`src/rtl/bitonic_frame_loader.sv`:
```
// Frame loader for a bitonic sorter: gathers a stream of elements into a
// DATALENGTH-wide frame, pads unused slots, and presents the frame through a
// single output register with a valid/ready handshake. A second frame can be
// parked in the fill buffer (HOLD) while the output register is still occupied.
module bitonic_frame_loader #(
  parameter int                   DATAWIDTH  = 8,
  parameter int                   DATALENGTH = 16,
  parameter logic [DATAWIDTH-1:0] PAD_VALUE  = '0
) (
  input  logic                             clk_i,
  input  logic                             rstn_i,
  input  logic                             in_valid_i,
  output logic                             in_ready_o,
  input  logic [DATAWIDTH-1:0]             in_data_i,
  input  logic                             in_last_i,
  output logic                             vec_valid_o,
  input  logic                             vec_ready_i,
  output logic [DATAWIDTH-1:0]             vec_o [DATALENGTH-1:0],
  output logic [$clog2(DATALENGTH):0]      vec_count_o,
  output logic                             vec_last_o
);

  localparam int AW = $clog2(DATALENGTH);
  localparam int CW = AW + 1;

  typedef enum logic {FILL, HOLD} state_t;

  state_t               state;
  logic [DATAWIDTH-1:0] fill_q [DATALENGTH];
  logic [CW-1:0]        cnt;
  logic                 hold_last;
  logic                 ready_q;

  logic                 accept, complete, out_free, load;
  logic [DATAWIDTH-1:0] frame [DATALENGTH];
  logic [CW-1:0]        frame_cnt;
  logic                 frame_last;

  // ready_q is only ever high in FILL, so it also gates acceptance by state
  assign in_ready_o = ready_q;
  assign accept     = in_valid_i & ready_q;
  assign complete   = accept & (in_last_i | (cnt == CW'(DATALENGTH - 1)));
  assign out_free   = ~vec_valid_o | vec_ready_i;
  // In HOLD the output register is always occupied, so ready alone frees it
  assign load       = (state == FILL) ? (complete & out_free) : vec_ready_i;

  // Assemble the outgoing frame: stored slots below the count, the completing
  // element bypassed straight in when loading from FILL, padding above.
  always_comb begin
    for (int i = 0; i < DATALENGTH; i++) begin
      if (CW'(i) < cnt)                       frame[i] = fill_q[i];
      else if (state == FILL && CW'(i) == cnt) frame[i] = in_data_i;
      else                                     frame[i] = PAD_VALUE;
    end
    frame_cnt  = (state == FILL) ? cnt + 1'b1 : cnt;
    frame_last = (state == FILL) ? in_last_i : hold_last;
  end

  // Fill buffer storage; stale contents are harmless because reads are
  // masked by the count, so no reset is needed here.
  always_ff @(posedge clk_i) begin
    if (accept) fill_q[cnt[AW-1:0]] <= in_data_i;
  end

  // Fill FSM, output register and handshake flags
  always_ff @(posedge clk_i or negedge rstn_i) begin
    if (!rstn_i) begin
      state       <= FILL;
      cnt         <= '0;
      hold_last   <= 1'b0;
      ready_q     <= 1'b0;
      vec_valid_o <= 1'b0;
      vec_count_o <= '0;
      vec_last_o  <= 1'b0;
      for (int i = 0; i < DATALENGTH; i++) vec_o[i] <= PAD_VALUE;
    end else begin
      if (vec_ready_i) vec_valid_o <= 1'b0;
      if (load) begin
        for (int i = 0; i < DATALENGTH; i++) vec_o[i] <= frame[i];
        vec_count_o <= frame_cnt;
        vec_last_o  <= frame_last;
        vec_valid_o <= 1'b1;
        cnt         <= '0;
        state       <= FILL;
        ready_q     <= 1'b1;
      end else if (complete) begin
        // output busy: park the finished frame in the fill buffer
        cnt       <= cnt + 1'b1;
        hold_last <= in_last_i;
        state     <= HOLD;
        ready_q   <= 1'b0;
      end else begin
        if (accept) cnt <= cnt + 1'b1;
        ready_q <= (state == FILL);
      end
    end
  end

endmodule

```
`config.mk`:
```
export PLATFORM = sky130hd
export DESIGN_NAME = bitonic_frame_loader
export DESIGN_NICKNAME = d
export VERILOG_FILES = /design/src/rtl/bitonic_frame_loader.sv
export SDC_FILE = /design/constraint.sdc
export NUM_CORES = 1
export LEC_CHECK = 0
export BUFFER_PORTS_ARGS = -buffer_cell sky130_fd_sc_hd__buf_2
export CAP_MARGIN = 25
export CORE_ASPECT_RATIO = 2
export CORE_UTILIZATION = 25
export CTS_CLUSTER_DIAMETER = 150
export DETAILED_ROUTE_END_ITERATION = 8
export PLACE_DENSITY = 0.43
export SETUP_SLACK_MARGIN = 0.5
export SYNTH_ARGS = -nofsm -noshare
export SYNTH_HDL_FRONTEND = slang
export SYNTH_SLANG_ARGS = --single-unit
```
`constraint.sdc`:
```
create_clock -name clk_i -period 2.42 [get_ports clk_i]
set_clock_uncertainty 0.1 [all_clocks]
set_input_delay 0.484 -clock clk_i [delete_from_list [all_inputs] [get_ports clk_i]]
set_output_delay 0.484 -clock clk_i [all_outputs]
set_load 0.005 [all_outputs]
```
=== Word-level counts from Yosys, hierarchy flattened ===
Memory sizes are Yosys's and may differ from the RTL's.
Cells that the tools add are included.

* Register bits: 143
* Memories kept: 1
* Memory bits (read-only): 0
* Latch bits: 0
* Memory bits (writable): 128
* Output and inout port bits: 136

{| class="wikitable"
|+ Memory list
! name !! depth !! bits a word !! read ports !! clocked after memory_dff !! write ports !! line !! RTL
|-
| fill_q || 16 || 8 || 16 || 0 || 1 || 29 || <nowiki>logic [DATAWIDTH-1:0] fill_q [DATALENGTH];</nowiki>
|}

* Divide/modulo/power cells: 0
* Equal/unequal tests: 16
* Muxes and demuxes: 46
* Shift-type cells: 0
* $mul: 0
* Reductions and logical operators: 21
* Bitwise gates (word level): 8
* Add/sub/neg operators: 1
* Order comparisons: 16

{| class="wikitable"
|+ Operators by type and width
! operator !! count
|-
| $mux 8 || 32
|-
| $eq 4x5->1 const A || 8
|-
| $lt 4x5->1 const A || 8
|-
| $eq 3x5->1 const A || 4
|-
| $lt 3x5->1 const A || 4
|-
| $mux 5 || 4
|-
| $logic_and 1x1->1 || 16
|-
| $eq 2x5->1 const A || 2
|-
| $lt 1x5->1 const A || 2
|-
| $lt 2x5->1 const A || 2
|-
| $mux 1 || 10
|-
| $add 5x1->5 const B || 1
|-
| $eq 1x5->1 const A || 1
|-
| $eq 5x4->1 const B || 1
|-
| $logic_not 5->1 || 1
|-
| $reduce_bool 2->1 || 2
|-
| $and 1x1->1 || 3
|-
| $not 1->1 || 3
|-
| $reduce_bool 3->1 || 1
|-
| $or 1x1->1 || 2
|-
| $reduce_and 2->1 || 1
|}

=== Longest topological paths before layout ===
Gate-level depths: netlist (run 1).

* Depth in word-level cells: 7
* Gate-level depth with buffers: 8
* Gate-level depth less buffers: 6

=== Worst setup path before layout (run 1) ===
Ideal clock, no wire load.

* Kind: reg-to-reg
* Start point: register cnt[1]
* End point: memory fill_q[0][0], enable pin
* Path slack: 58 ps
* Data required time: 1937 ps
* Setup time: 383 ps
* Stages on the path, launching flop included: 7
* Arrival time: 1879 ps
* Cell sequence: dfrtp_1 > buf_4 > inv_1 > ha_1 > clkbuf_1 > nand2_1 > nor3_1

{| class="wikitable"
|+ RTL lines
! item !! line !! RTL
|-
| from (decl) || 30 || <nowiki>logic [CW-1:0] cnt;</nowiki>
|-
| from (signal assigned) || 88 || <nowiki>cnt <= cnt + 1'b1;</nowiki>
|-
| from (signal assigned) || 93 || <nowiki>if (accept) cnt <= cnt + 1'b1;</nowiki>
|-
| to (decl) || 29 ||
|}

Straight into the memory's write port.

=== Worst setup path in the final report (run 1) ===
* Start point: register cnt[1]
* End point: register vec_o[2] (netlist name)

* Cells in the longest elaborated chain, start to end: 5

{| class="wikitable"
|+ RTL lines
! item !! line !! RTL
|-
| $eq 5x4->1 || 42 || <nowiki>assign complete = accept & (in_last_i | (cnt == CW'(DATALENGTH - 1)));</nowiki>
|-
| $or 1x1->1 || 42 ||
|-
| $and 1x1->1 || 42 ||
|-
| $and 1x1->1 || 45 || <nowiki>assign load = (state == FILL) ? (complete & out_free) : vec_ready_i;</nowiki>
|-
| $mux 1 || 45 ||
|-
| to (decl) || 18 || <nowiki>output logic [DATAWIDTH-1:0] vec_o [DATALENGTH-1:0],</nowiki>
|}

Several ways; a longest one is shown, not always the timed one.
A chain may end at the register's enable or synchronous reset.

==> out/qor.yml, run 1 <==
dr.first_iter.drc_count: 407
seqPwrFrac: 0.401
worst_ep_arrival_time_ps: 2390
synth_top_area_cell: "edfxtp_1"
layout-drive-gt1-share: 0.440
clockBufferDepth: 3
comb_power_share: 0.331
clk_latency_ps: 550
wirelength_mm: 39.4
synthTopCellsByCount: "dfrtp_1, edfxtp_1, a21oi_1"
fin_tns_setup_ps: 0
cpPeakStageDelay_ps: 630
power_density_mw_per_mm2: 992
ys_seq_elements: 271
firstDrtPassIters: 7
synthesis.area_mm2: 0.0114
violations: "DRC"
path_delay_family: "simple AND/OR/NAND/NOR gates"
numClockSinks: 271
synth_edf_count: 128
placed_cells: 1560
fin_crit_ps: 2070
tightest_slew_ps: 622
finalCritPeriodShare: 0.854
cellLeakagePower_uw: 0.00647
antenna_found_initial: 0
synthArstFlopShare: 0.528
cts_tree: "yes"
p_int_uw: 10400
cts_root_buf: "clkbuf_16"
cts.htree.levels: 1
seq_area_frac_synth: 0.653
syn-num-nets: 855
postSynthCellCount: 838
crit_path_end_kind: "flip-flop"
rows: 110
switchingPower_uw: 4890
fin_nets: 1094
rsz0062_at_grt: "true"
portBuffers: 148
postRouteAntennaNets: 0
start_util: 0.253
yosysMostFrequentCell: "dfrtp_1"
insertedDiodeCount: 0
cp_max_fo: 5
ys_top_cells_by_area: "edfxtp_1, dfrtp_1, mux2_2"
startpoint_type: "flip-flop"
outcome: "finished, violations left"
grt_first_pass_wirelength_mm: 55.3
crit_buf_inv: 2
fmax_mhz: 484
fill_cells: 4457
grt_pass1_vias: 8267
required_ps: 2750
finalHoldViolations: 0
synth_top_cell_area_share: 0.338
die_x_um: 153
synth_ff_type: "dfrtp_1"
avgRoutedWirePerCell_um: 23.8
fin_cells: 1657
cts.clk_slew.worst_paths_ps: 60
multi_input_area_mm2: 0.00417
register_area_mm2: 0.00743
ir_worst_vdd_mv: 0.492
gp_congestion: 0.791
cap_violations: 0
via_per_inst: 4.86
p_sw_frac: 0.319
drv_slew: 0
area_growth_pct: 35.8
maxSlewHeadroom: 0.586
route.vias.total: 8058
cp_slowest_cell: "or4_4"
synthDistinctLibCells: 44
cts_made_buffers: 26
dieArea_mm2: 0.0464
finalSetupViolCount: 0
post-route-drc-count: 10
dp_hpwl_mm: 26.3
grt_overflow: 0
crit_type: "reg2reg"
yosys_warnings: 0
grt_max_degree: 107
hold_class: "in2reg"
power_frac_clock: 0.268
synth.avg_cell_area_um2: 13.6
ios: 149
core_area_mm2: 0.0449
die_y_um: 304
cp_cell_sequence: "or4_4, clkbuf_16, o21ai_4, o31ai_2, buf_4, mux2_2"
grt.total_usage: 0.161
-- path summary, 6_finish.rpt --
kind | slack (ps) | startpoint | to | cells after the start
min in group asynchronous | 290 | rstn_i | vec_o[80] | 2
max reg2reg | 350 | cnt[1] | vec_o[2] | 6
min reg2reg | 380 | vec_o[54] | vec_o[54] | 1
min | 100 | vec_ready_i | state | 2
max | 350 | cnt[1] | vec_o[2] | 6
max in group asynchronous | 1220 | rstn_i | cnt[0] | 3
-- metal layers --
metal	part of all wire	up-vias	GRT usage	routed length, um
met4	0.027	0	0.0548	1050
met3	0.036	53	0.0225	1430
met5	0	-	0	0
met1	0.37	4166	0.170	14400
met2	0.57	182	0.324	22500
li1	-	3657	-	-
-- flip-flops by register name, summed over array words and instances, names as in the netlist --
register / cells
fill_q: 128
vec_o: 128
cnt: 5
vec_count_o: 5
hold_last: 1
in_ready_o: 1
state: 1
vec_last_o: 1
vec_valid_o: 1
-- layout by cell type, fill, tap and decap left out, drive strengths merged, types with 3 or more instances in the layout --
master and instances:
xor2 3, or3b 3, nand2 36, nand3b 17, nand3 3, mux2 92, nand2b 11, a21oi 56
a22oi 24, dfrtp 143, nor2 52, clkinv 4, ha 4, o31ai 16, mux2i 27, nor3 6
nor4 3, buf 271, clkbuf 52, xnor2 5, edfxtp 128, inv 3, o21ai 18, a31oi 52
a22o 49
-- kinds of logic (layout without fill, tap and decap cells) --
group           after synthesis  count (layout)  synth area share
compound gates              222             222             0.133
buf+inv                      75             333            0.0270
flops                       271             271             0.653
xor+xnor                      8               8           0.00616
simple gates                139             140            0.0613
mux                         119             119             0.115
fa+ha+maj                     4               4           0.00440
-- layout make-up --
class	instances	share of cell area
Sequential cell	271	0.481
Multi-Input combinational cell	493	0.270
Timing Repair Buffer	282	0.148
Clock buffer	44	0.0532
Tap cell	560	0.0454
Clock inverter	4	0.00154
Inverter	3	0.000891
-- per-stage QoR --
stage	hold WS, ps	utilization	setup WS, ps	cell area, um^2	power (uW)
after global routing	111	0.344	306	15400	16100
final	99.3	0.344	354	15400	15300
after global placement	302	0.298	126	13400	10200
after floorplan	88.4	-	425	11500	8190
after detailed placement	303	0.298	71.3	13400	10200
after CTS	77.2	0.329	382	14800	15000
-- power groups by stage --
stage               sequential (uW)  clock, uW  combinational [uW]
floorplan                      6120          0                2070
global placement               6240          0                3950
detailed placement             6240          0                3980
CTS                            6140       4230                4590
global route                   6240       4370                5490
finish                         6140       4110                5060
-- what timing repair did --
item	CTS	global route
endpoints found under the hold margin	26	0
pin swaps	8	19
endpoints found under the setup margin	217	158
resized for setup	74	91
hold buffers	1	0
setup buffers	20	14
cloned	3	11
Power figures use the tool's default switching activity.
==> run 2, diff against run 1 <==
Settings changed: RECOVER_POWER from default to 25.
==> out/qor.yml, run 2 (same netlist as run 1, synthesis figures left out) <==
outcome: "finished, violations left"  # unchanged
violations: "DRC"  # unchanged
hold_class: "in2reg"  # unchanged
grt_max_degree: 107  # unchanged
dr.first_iter.drc_count: 398  # was 407
ir_worst_vdd_mv: 0.493  # was 0.492 mV
wirelength_mm: 39.5  # was 39.4 mm
gp_congestion: 0.791  # unchanged
fin_nets: 1094  # unchanged
ios: 149  # unchanged
grt.total_usage: 0.161  # unchanged
tightest_slew_ps: 1230  # was 622 ps
dieArea_mm2: 0.0464  # unchanged
core_area_mm2: 0.0449  # unchanged
crit_type: "in2reg"  # was reg2reg
cp_cell_sequence: "clkbuf_1, clkbuf_1, nand2_1, o21ai_2, mux2_2"  # was or4_4, clkbuf_16, o21ai_4, o31ai_2, buf_4, mux2_2
grt_pass1_vias: 8267  # unchanged
fin_cells: 1657  # unchanged
power_density_mw_per_mm2: 996  # was 992 mW/mm^2
area_growth_pct: 35.1  # was 35.8%
cts_made_buffers: 26  # unchanged
cts.htree.levels: 1  # unchanged
worst_ep_arrival_time_ps: 2470  # was 2390 ps
utilization: 0.342  # was 0.344
post-place-ws_ps: 71.3  # unchanged
layout-drive-gt1-share: 0.424  # was 0.440
multi_input_area_mm2: 0.00417  # unchanged
fmax_mhz: 479  # was 484 MHz
clockBufferDepth: 3  # unchanged
grt_overflow: 0  # unchanged
register_area_mm2: 0.00743  # unchanged
finalHoldViolations: 0  # unchanged
via_per_inst: 4.86  # about the same
fin_tns_setup_ps: 0  # unchanged
route.vias.total: 8057  # was 8058
clk_latency_ps: 550  # about the same
cts.clk_slew.worst_paths_ps: 70  # was 60 ps
placed_cells: 1560  # unchanged
die_y_um: 304  # unchanged
cts_tree: "yes"  # unchanged
final_common_cell: "buf_2"  # unchanged
worst_path_most_repeated_cell: "clkbuf_1"
rsz0062_at_grt: "true"  # unchanged
cpPeakStageDelay_ps: 830  # was 630 ps
crit_path_end_kind: "flip-flop"  # unchanged
portBuffers: 148  # unchanged
numClockSinks: 271  # unchanged
finalCritPeriodShare: 0.863  # was 0.854
maxSlewHeadroom: 0.181  # was 0.586
start_util: 0.253  # unchanged
rows: 110  # unchanged
die_x_um: 153  # unchanged
finalSetupViolCount: 0  # unchanged
firstDrtPassIters: 7  # unchanged
cellLeakagePower_uw: 0.00640  # was 0.00647 uW
fin_ws_ps: 332  # was 354 ps
post-route-drc-count: 10  # unchanged
cp_slowest_cell: "clkbuf_1"  # was or4_4
cp_max_fo: 16  # was 5
drv_slew: 0  # unchanged
layout_common_cells: "buf_2, dfrtp_1, edfxtp_1, buf_4, a21oi_1"  # unchanged
fill_cells: 4472  # was 4457
startpoint_type: "input pin"  # was flip-flop
cap_violations: 0  # unchanged
grt_first_pass_wirelength_mm: 55.3  # unchanged
postRouteAntennaNets: 0  # unchanged
antenna_found_initial: 0  # unchanged
avgRoutedWirePerCell_um: 23.8  # about the same
dp_hpwl_mm: 26.3  # unchanged
total_power_uw: 15300  # about the same
insertedDiodeCount: 0  # unchanged
required_ps: 2800  # was 2750 ps
fin_crit_ps: 2090  # was 2070 ps
cts_root_buf: "clkbuf_16"  # unchanged
==> run 2: cell count changes in the layout (fill, tap and decap cells not counted) <==
cell      change
buf_2         -8
buf_12        -2
buf_4         -9
clkbuf_2      +1
clkbuf_1     +18
buf_6         -1
clkbuf_4      +1
==> run 2: through the flow <==
stage | hold WS [ps] | cell area [um^2]
global route | 111 | 15400
detailed placement | 303 | 13400
global placement | 302 | 13400
floorplan | 88.4 | 11500
CTS | 77.2 | 14800
finish | 89.0 | 15400
==> run 2: path summary, 6_finish.rpt <==
| check | from | to | slack, ps | cells after the start |
|---|---|---|---|---|
| max | in_data_i[7] | vec_o[15] | 330 | 5 |
| min reg2reg | vec_o[54] | vec_o[54] | 380 | 1 |
| max in group asynchronous | rstn_i | vec_o[30] | 450 | 3 |
| max reg2reg | cnt[1] | vec_o[2] | 350 | 6 |
| min in group asynchronous | rstn_i | vec_o[115] | 490 | 2 |
| min | vec_ready_i | state | 90 | 2 |
==> run 2: metal layers <==
metal / global-route usage / share of wire
met1: 0.170 / 0.36
met2: 0.324 / 0.57
met3: 0.0225 / 0.038
met4: 0.0548 / 0.027
met5: 0 / 0
==> run 2: power breakdown <==
group	total [uW]	internal, uW	switching (uW)
clock network	4110	2310	1800
logic	5050	2470	2580
registers	6140	5640	502
total	15300	10400	4880
==> run 2: final cells by class <==
cell class | instances | share of cell area
Clock buffer | 44 | 0.0534
Inverter | 3 | 0.000896
Multi-Input combinational cell | 493 | 0.272
Sequential cell | 271 | 0.484
Tap cell | 560 | 0.0456
Clock inverter | 4 | 0.00155
Timing Repair Buffer | 282 | 0.143
==> run 2: timing repair <==
| action | in CTS | in global routing |
|---|---|---|
| pin swaps | 8 | 19 |
| cloned | 3 | 11 |
| hold buffers | 1 | 0 |
| endpoints found under the hold margin | 26 | 0 |
| endpoints found under the setup margin | 217 | 158 |
| resized for setup | 74 | 91 |
| setup buffers | 20 | 14 |
==> run 2: critical path: cells and delay by family <==
kind,cells,cell delay [ps]
buf+inv,2,1480
mux,1,160
simple gates,1,150
compound gates,1,190
